$ cat src/rtl/ps2_pkg.sv
// ps2_pkg: state encoding, glitch-filter length and timing helper shared by
// the PS/2 host transmitter and its line synchronizer.
package ps2_pkg;

    typedef enum logic [2:0] {
        S_IDLE,
        S_INHIBIT,
        S_REQ,
        S_DATA,
        S_PARITY,
        S_STOP,
        S_ACK,
        S_WAIT_IDLE
    } ps2_state_e;

    localparam int PS2_FILTER_LEN = 8;

    function automatic int cycles_per_us(input int clk_hz);
        return clk_hz / 1_000_000;
    endfunction

endpackage

$ cat src/rtl/ps2_line_sync.sv
// ps2_line_sync: two-flop synchronizer, optional level filter
// (PS2_TX_GLITCH_FILTER_EN) and registered falling-edge detect for one PS/2 line.
module ps2_line_sync
    import ps2_pkg::*;
(
    input  logic clk,
    input  logic rst_n,
    input  logic pad,
    output logic level,
    output logic fall
);

    logic s1, s2, prev;

    always_ff @(posedge clk or negedge rst_n) begin
        if (!rst_n) begin
            s1 <= 1'b1;
            s2 <= 1'b1;
        end else begin
            s1 <= pad;
            s2 <= s1;
        end
    end

`ifdef PS2_TX_GLITCH_FILTER_EN
    localparam int FW = $clog2(PS2_FILTER_LEN);
    logic [FW-1:0] run;
    logic          filt;

    // A new level is taken only after it has been seen on every sample of a full run.
    always_ff @(posedge clk or negedge rst_n) begin
        if (!rst_n) begin
            run  <= '0;
            filt <= 1'b1;
        end else if (s2 == filt) begin
            run <= '0;
        end else if (run == FW'(PS2_FILTER_LEN - 1)) begin
            run  <= '0;
            filt <= s2;
        end else begin
            run <= run + 1'b1;
        end
    end

    assign level = filt;
`else
    assign level = s2;
`endif

    always_ff @(posedge clk or negedge rst_n) begin
        if (!rst_n) begin
            prev <= 1'b1;
            fall <= 1'b0;
        end else begin
            prev <= level;
            fall <= prev & ~level;
        end
    end

endmodule

$ cat src/rtl/ps2_host_tx.sv
// ps2_host_tx: PS/2 host-to-device byte transmitter (inhibit, request-to-send,
// 8 data + odd parity + stop, ACK check, timeout). Option: PS2_TX_GLITCH_FILTER_EN.
module ps2_host_tx
    import ps2_pkg::*;
#(
    parameter int CLK_FREQ_HZ = 100_000_000,
    parameter int INHIBIT_US  = 100,
    parameter int TIMEOUT_US  = 15000
) (
    input  logic       clk,
    input  logic       rst_n,
    input  logic [7:0] tx_data,
    input  logic       tx_valid,
    output logic       tx_ready,
    input  logic       ps2_clk_in,
    input  logic       ps2_data_in,
    output logic       ps2_clk_oe,
    output logic       ps2_data_oe,
    output logic       busy,
    output logic       tx_done,
    output logic       tx_err
);

    localparam int INH_CYC = cycles_per_us(CLK_FREQ_HZ) * INHIBIT_US;
    localparam int TO_CYC  = cycles_per_us(CLK_FREQ_HZ) * TIMEOUT_US;
    localparam int IW      = $clog2(INH_CYC + 1);
    localparam int TW      = $clog2(TO_CYC + 1);

    ps2_state_e    state, state_d;
    logic [7:0]    sh, sh_d;
    logic          par, par_d;
    logic [2:0]    cnt, cnt_d;
    logic [IW-1:0] tmr, tmr_d;
    logic [TW-1:0] tocnt, tocnt_d;
    logic          doe, doe_d;
    logic          rel, rel_d;
    logic          done_d, err_d;
    logic          rdy_en;
    logic          clk_lvl, clk_fall, data_lvl, data_fall_unused;

    ps2_line_sync u_clk_sync (
        .clk   (clk),
        .rst_n (rst_n),
        .pad   (ps2_clk_in),
        .level (clk_lvl),
        .fall  (clk_fall)
    );

    ps2_line_sync u_data_sync (
        .clk   (clk),
        .rst_n (rst_n),
        .pad   (ps2_data_in),
        .level (data_lvl),
        .fall  (data_fall_unused)
    );

    always_ff @(posedge clk or negedge rst_n) begin
        if (!rst_n) begin
            state   <= S_IDLE;
            sh      <= '0;
            par     <= 1'b0;
            cnt     <= '0;
            tmr     <= '0;
            tocnt   <= '0;
            doe     <= 1'b0;
            rel     <= 1'b0;
            tx_done <= 1'b0;
            tx_err  <= 1'b0;
            rdy_en  <= 1'b0;
        end else begin
            state   <= state_d;
            sh      <= sh_d;
            par     <= par_d;
            cnt     <= cnt_d;
            tmr     <= tmr_d;
            tocnt   <= tocnt_d;
            doe     <= doe_d;
            rel     <= rel_d;
            tx_done <= done_d;
            tx_err  <= err_d;
            rdy_en  <= 1'b1;
        end
    end

    always_comb begin
        state_d = state;
        sh_d    = sh;
        par_d   = par;
        cnt_d   = cnt;
        tmr_d   = tmr;
        tocnt_d = tocnt;
        doe_d   = doe;
        rel_d   = rel;
        done_d  = 1'b0;
        err_d   = 1'b0;
        case (state)
            S_IDLE: begin
                doe_d = 1'b0;
                if (tx_valid && tx_ready) begin
                    sh_d    = tx_data;
                    par_d   = ~^tx_data;
                    tmr_d   = '0;
                    state_d = S_INHIBIT;
                end
            end
            // The first REQ cycle still holds the clock, so INHIBIT itself is one
            // cycle short and the clock stays low for exactly INH_CYC cycles.
            S_INHIBIT: begin
                tmr_d = tmr + 1'b1;
                if (tmr == IW'(INH_CYC - 2)) begin
                    doe_d   = 1'b1;
                    rel_d   = 1'b0;
                    tocnt_d = '0;
                    state_d = S_REQ;
                end
            end
            S_REQ: begin
                rel_d = 1'b1;
                if (rel && clk_fall) begin
                    doe_d   = ~sh[0];
                    sh_d    = sh >> 1;
                    cnt_d   = 3'd1;
                    state_d = S_DATA;
                end
            end
            S_DATA: begin
                if (clk_fall) begin
                    doe_d = ~sh[0];
                    sh_d  = sh >> 1;
                    cnt_d = cnt + 3'd1;
                    if (cnt == 3'd7) state_d = S_PARITY;
                end
            end
            S_PARITY: begin
                if (clk_fall) begin
                    doe_d   = ~par;
                    state_d = S_STOP;
                end
            end
            S_STOP: begin
                if (clk_fall) begin
                    doe_d   = 1'b0;
                    state_d = S_ACK;
                end
            end
            S_ACK: begin
                if (clk_fall) begin
                    if (!data_lvl) begin
                        state_d = S_WAIT_IDLE;
                    end else begin
                        err_d   = 1'b1;
                        state_d = S_IDLE;
                    end
                end
            end
            S_WAIT_IDLE: begin
                if (clk_lvl && data_lvl) begin
                    done_d  = 1'b1;
                    state_d = S_IDLE;
                end
            end
            default: state_d = S_IDLE;
        endcase

        // Frame watchdog overrides whatever the bit sequencer decided.
        if (state inside {S_REQ, S_DATA, S_PARITY, S_STOP, S_ACK, S_WAIT_IDLE}) begin
            if (tocnt == TW'(TO_CYC - 1)) begin
                state_d = S_IDLE;
                doe_d   = 1'b0;
                done_d  = 1'b0;
                err_d   = 1'b1;
            end else begin
                tocnt_d = tocnt + 1'b1;
            end
        end
    end

    assign tx_ready    = (state == S_IDLE) && rdy_en;
    assign busy        = (state != S_IDLE);
    assign ps2_clk_oe  = (state == S_INHIBIT) || (state == S_REQ && !rel);
    assign ps2_data_oe = doe;

endmodule
$ cat config.mk
export PLATFORM = sky130hd
export DESIGN_NAME = ps2_host_tx
export DESIGN_NICKNAME = d
export VERILOG_FILES = /design/src/rtl/ps2_pkg.sv /design/src/rtl/ps2_line_sync.sv /design/src/rtl/ps2_host_tx.sv
export SDC_FILE = /design/constraint.sdc
export NUM_CORES = 1
export LEC_CHECK = 0
export ABC_AREA = 1
export CAP_MARGIN = 20
export CORE_UTILIZATION = 65
export CTS_CLUSTER_DIAMETER = 30
export DETAILED_ROUTE_END_ITERATION = 10
export GPL_ROUTABILITY_DRIVEN = 0
export GPL_TIMING_DRIVEN = 0
export PLACE_DENSITY = 0.84
export RECOVER_POWER = 25
export SLEW_MARGIN = 20
export SYNTH_ARGS = -nofsm -noshare
export SYNTH_HDL_FRONTEND = slang
export SYNTH_SLANG_ARGS = --single-unit
$ cat constraint.sdc
create_clock -name clk -period 3.5 [get_ports clk]
set_clock_uncertainty 0.05 [all_clocks]
set_input_delay 0.35 -clock clk [delete_from_list [all_inputs] [get_ports clk]]
set_output_delay 0.35 -clock clk [all_outputs]
set_load 0.02 [all_outputs]
Yosys cells after proc, flatten, opt, wreduce, memory -nomap -nowiden:

Index checks and enable logic that the tools add are counted.

* add/sub/neg operators: 3
* eq/ne operators: 14
* muxes and demuxes: 45
* bitwise operators: 4
* reduce and logical (&&, ||, !) cells: 20

Operator list (count)
* 21-bit two-way mux: 4
* 3-bit two-way mux: 14
* 14-bit case mux with 2 select lines: 1
* 8-bit two-way mux: 3
* 3-bit case mux with 8 select lines: 1
* 8-bit case mux with 3 select lines: 1
* 21-bit by 1-bit adder with 21-bit output (second input constant): 1
* 21-bit == test (second input constant): 1
* 1-bit two-way mux: 17
* 3-bit == test (second input constant): 5
* 14-bit by 1-bit adder with 14-bit output (second input constant): 1
* 14-bit == test (second input constant): 1
* 14-bit two-way mux: 1
* 8-bit XNOR reduction: 1
* 3-bit by 2-bit == test with 1-bit output (second input constant): 2
* 2-bit inequality test (second input constant): 3
* 1-bit case mux with 6 select lines: 1
* 3-bit case mux with 2 select lines: 1
* 2-bit AND reduction: 3
* 2-bit nonzero test: 3
* 3-bit nonzero test: 2
* 6-bit nonzero test: 1
* 1-bit logical AND: 5
* 4-bit AND reduction: 1
* other kinds (10): 12

* bits in registers: 61
* bits of input ports: 13
* output and inout bits: 6
* logic and storage cells: 103

Logic depth before layout (Yosys ltp):

* word-level depth: 7
* gate-level depth with buffers: 10
* gate-level depth less buffers: 10

Cells and area by module:

Synthesis repeated with hierarchy kept, for this count alone.

* cell total of the unflattened synthesis: 513
* area total of the unflattened synthesis: 3774.9 sq um

By module, submodules not included
* ps2_host_tx: times used 1, cells each 501, area an instance 3547.2 sq um, sequential area each 1376.3 sq um
* ps2_line_sync: times used 2, cells each 6, area an instance 113.9 sq um, sequential area each 103.8 sq um

Least setup slack after synthesis:

No wires, ideal clock.

* path type: flip-flop to flip-flop
* start: register state[0]
* end: register sh[5]
* setup time: 122 ps
* arrival: 1387 ps
* data required time: 3328 ps
* setup slack: 1941 ps
* stages on the path, launching flop included: 8
* path buffers: 1
* period minus slack after synthesis: 1559 ps
* cells stage by stage: dfrtp_1 > inv_4 > nand3_4 > nor3_4 > o211ai_4 > buf_12 > nand2_2 > o21ai_2

* longest elaborated chain between the ends: 5
* elaborated cells between the ends (all ways): 11
* those cells by class: eq/ne: 5; mux: 1; reduce/logical: 5

RTL lines
* start, declared: line ps2_host_tx.sv:29 `ps2_state_e state, state_d;`
* start signal, assigned: line ps2_host_tx.sv:71 `state <= state_d;`
* 3-bit zero test: line ps2_host_tx.sv:96, ps2_host_tx.sv:178
* 1-bit logical AND: line ps2_host_tx.sv:178 `assign tx_ready = (state == S_IDLE) && rdy_en;`
* 1-bit logical AND: line ps2_host_tx.sv:99 `if (tx_valid && tx_ready) begin`
* 2-bit inequality test (no line)
* 4-bit AND reduction (no line)
* end signal, assigned: line ps2_host_tx.sv:60 `sh <= '0;`
* end signal, assigned: line ps2_host_tx.sv:72 `sh <= sh_d;`
* end, declared: line ps2_host_tx.sv:30 `logic [7:0] sh, sh_d;`

Parallel ways exist; a longest one is shown, timed or not.
A chain may end at the register's enable or synchronous reset.

Final worst setup path:

* start: register state[0]
* end: output port ps2_clk_oe

* longest elaborated chain between the ends: 3
* elaborated cells between the ends (all ways): 4
* those cells by class: eq/ne: 2; reduce/logical: 2

RTL lines
* 3-bit by 2-bit == test with 1-bit output: line ps2_host_tx.sv:180 `assign ps2_clk_oe = (state == S_INHIBIT) || (state == S_REQ && !rel);`
* 1-bit logical AND: line ps2_host_tx.sv:180
* 1-bit logical OR *: line ps2_host_tx.sv:180
* end, declared: line ps2_host_tx.sv:17 `output logic ps2_clk_oe,`

Every way passes the cells marked *; elsewhere a longest branch is shown, timed or not.

==> results.toml <==
[global_route]
grt.overflow.total = 0
antenna_found_initial = 0
grt.total_usage = 0.320
grt_pass1_wl_mm = 15.1
grt_pass1_vias = 3413
grt_max_degree = 41

[detailed_routing]
ant_nets = 0
via_per_inst = 5.78
vias = 3519
drt_iter0_drc = 371
drc = 0
first_pass_iters = 5
wirelength_mm = 8.95
avgRoutedWirePerCell_um = 14.7

[cts]
cts-resized-gates = 0
cts_sinks = 61
cts_buffers = 9
path_clk_slew_ps = 70
cts_setup_buffers = 0
insertion_delay_ps = 340
hold_buffers = 1
cts_buffer_depth = 2
cts_root_buffer = "clkbuf_8"
tritoncts = "yes"
ctsHtreeMaxLevel = 3

[cells_and_area]
syn2layout_area_growth_pct = 12.9
drive_gt1_frac = 0.115
multi_input_area_um2 = 1880
final_common_cell = "nand2_1"
layout_common_cells = "117 x nand2_1, 62 x nor2_1, 61 x inv_1, 56 x dfrtp_1, 48 x nand3_1"
diodes = 0
regArea_um2 = 1530
final_nets = 550
postLayoutCellArea_um2 = 4240
fillers = 403

[logic_synthesis]
syn_nets = 519
syn_inst = 501
synth_seq_cells = 61
synth.avg_cell_area_um2 = 7.49
ys_seq_area_frac = 0.408
ys_types = 39
ys.warnings.count = 0
synth_area_um2 = 3750

[setup_path]
crit_path_start_kind = "flip-flop"
crit_path_end_kind = "output pin"
critPathMaxFanout = 10
worstSetupPathType = "flip-flop to output pin"
critPathRequiredTime_ps = 3100
arrival_ps = 2110

[sta]
fin_tns_setup_ps = 0
worst_pin_slew_ps = 1170
min_period_over_period = 0.718
period_needed_ps = 2510
hold_viol_final = 0
setup_viol = 0
drv_slew = 0
rsz0062_at_grt = "false"
fmax_mhz = 398
slew_headroom = 0.219

[place]
portBuffers = 18
dp_hpwl_mm = 6.32
placed_area_um2 = 4040

[min_path]
hold_class = "flip-flop to flip-flop"

[flow_run]
drv_cap = 0

[power_and_ir_drop]
power_density_nw_per_um2 = 365
power.leakage_nw = 1.99
ir_worst_vdd_mv = 0.309

[outcome]
status = "finished clean"

[floorplan]
die_y_um = 78.0
die_area_um2 = 6080
die_x_um = 78.0
start_util = 0.678
rows = 27
boundaryPins = 19
core-area_um2 = 5540
==> synth_stat cells <==
cell type | count | share of area
buf_4 | 2 | 0.0040
o21bai_1 | 1 | 0.0020
mux2i_1 | 8 | 0.021
nor2_2 | 3 | 0.0050
ha_1 | 5 | 0.017
xor2_1 | 8 | 0.019
o2111ai_1 | 1 | 0.0023
conb_1 | 1 | 0.0010
buf_12 | 1 | 0.0053
buf_2 | 5 | 0.0067
inv_2 | 8 | 0.0080
o21ai_2 | 8 | 0.019
nand2_4 | 1 | 0.0030
nand2_2 | 6 | 0.010
nand3_2 | 1 | 0.0027
nor2_4 | 1 | 0.0030
a21oi_1 | 3 | 0.0040
dfstp_2 | 5 | 0.035
o211ai_4 | 1 | 0.0057
dfrtp_1 | 56 | 0.37
o22ai_1 | 7 | 0.012
nor3_1 | 10 | 0.013
nor4_1 | 2 | 0.0033
o211ai_1 | 4 | 0.0080
o21ai_0 | 30 | 0.040
inv_4 | 1 | 0.0017
nand3_1 | 48 | 0.064
xnor2_1 | 5 | 0.012
nand4_1 | 19 | 0.032
nand2_1 | 117 | 0.12
nand3_4 | 1 | 0.0047
nand4_2 | 1 | 0.0033
nor3_4 | 2 | 0.0087
nor2_1 | 62 | 0.062
a31oi_1 | 1 | 0.0017
nand3b_1 | 3 | 0.0060
inv_1 | 61 | 0.061
buf_6 | 1 | 0.0030
clkbuf_1 | 1 | 0.0010
==> where the power goes <==
| group | internal [W] | switching [W] | leakage, nW |
|---|---|---|---|
| Clock | 0.000398 | 0.000274 | 0.107 |
| Sequential | 0.000734 | 0.0000162 | 0.815 |
| Combinational | 0.0000512 | 0.0000727 | 1.07 |
==> state kept, by name, indices dropped and copies added, names as in the netlist <==
register	flops
tocnt	21
tmr	14
sh	8
cnt	3
state	3
par	1
ps2_data_oe	1
rdy_en	1
rel	1
tx_done	1
tx_err	1
u_clk_sync.fall	1
u_clk_sync.level	1
u_clk_sync.prev	1
u_clk_sync.s1	1
u_data_sync.level	1
u_data_sync.s1	1
==> metrics by stage <==
stage          worst slack [ps]  power, W  std cells  utilization  hold WS (ps)
2_1_floorplan              1940  0.000837        501            -          4.41
3_3_place_gp                145  0.000882        591        0.726           296
3_5_place_dp               1380  0.000890        592        0.729           211
4_1_cts                    1000   0.00156        609        0.769           309
5_1_grt                     669   0.00159        609        0.765           309
6_report                    986   0.00155        609        0.765           307
==> worst max-delay path, stage by stage (launching register included) <==
cell             delay, ps
dfrtp_1                470
inv_4                  120
nor3_4                 190
inv_2                   80
buf_2                  190
nand2_1                110
clkdlybuf4s50_1        600
==> final timing paths <==
| path | start | to | slack [ps] | cells past startpoint |
|---|---|---|---|---|
| max reg2reg | tocnt[0]$_DFF_PN0_ | tocnt[18]$_DFF_PN0_ | 1530 | 10 |
| min reg2reg | u_data_sync.s1$_DFF_PN1_ | u_data_sync.level$_DFF_PN1_ | 310 | 0 |
| min in group asynchronous | rst_n | tmr[2]$_DFFE_PN0P_ | 710 | 2 |
| max in group asynchronous | rst_n | sh[0]$_DFFE_PN0P_ | 1130 | 3 |
| max | state[0]$_DFF_PN0_ | ps2_clk_oe | 990 | 6 |
| min | u_data_sync.s1$_DFF_PN1_ | u_data_sync.level$_DFF_PN1_ | 310 | 0 |
==> logic make-up (layout without fill, tap and decap cells) <==
kind of cell               count (synthesis)  count (layout)  share of synthesized area
other                                      1               1                   0.000999
xor gates and xnor gates                  13              13                     0.0303
buffers and inverters                     80             116                     0.0907
AOI/OAI and AO/OA                         56              56                     0.0940
and+or+nand+nor                          277             277                      0.338
muxes                                      8               8                     0.0213
DFF                                       61              61                      0.408
adders and majority gates                  5               5                     0.0167
==> area by class of cell <==
type | instances | area share
Multi-Input combinational cell | 360 | 0.444
Sequential cell | 61 | 0.362
Inverter | 70 | 0.0626
Timing Repair Buffer | 20 | 0.0446
Clock buffer | 11 | 0.0310
Tap cell | 72 | 0.0213
Clock inverter | 5 | 0.0177
Buffer | 10 | 0.0177
==> layer usage <==
layer	up-vias	track usage	wire length [um]
met5	-	0	0
met4	0	0.141	173
met3	18	0.0682	663
met2	154	0.518	4240
met1	1646	0.414	3880
li1	1701	-	-
No activity file was read; power rests on OpenSTA's default activity.
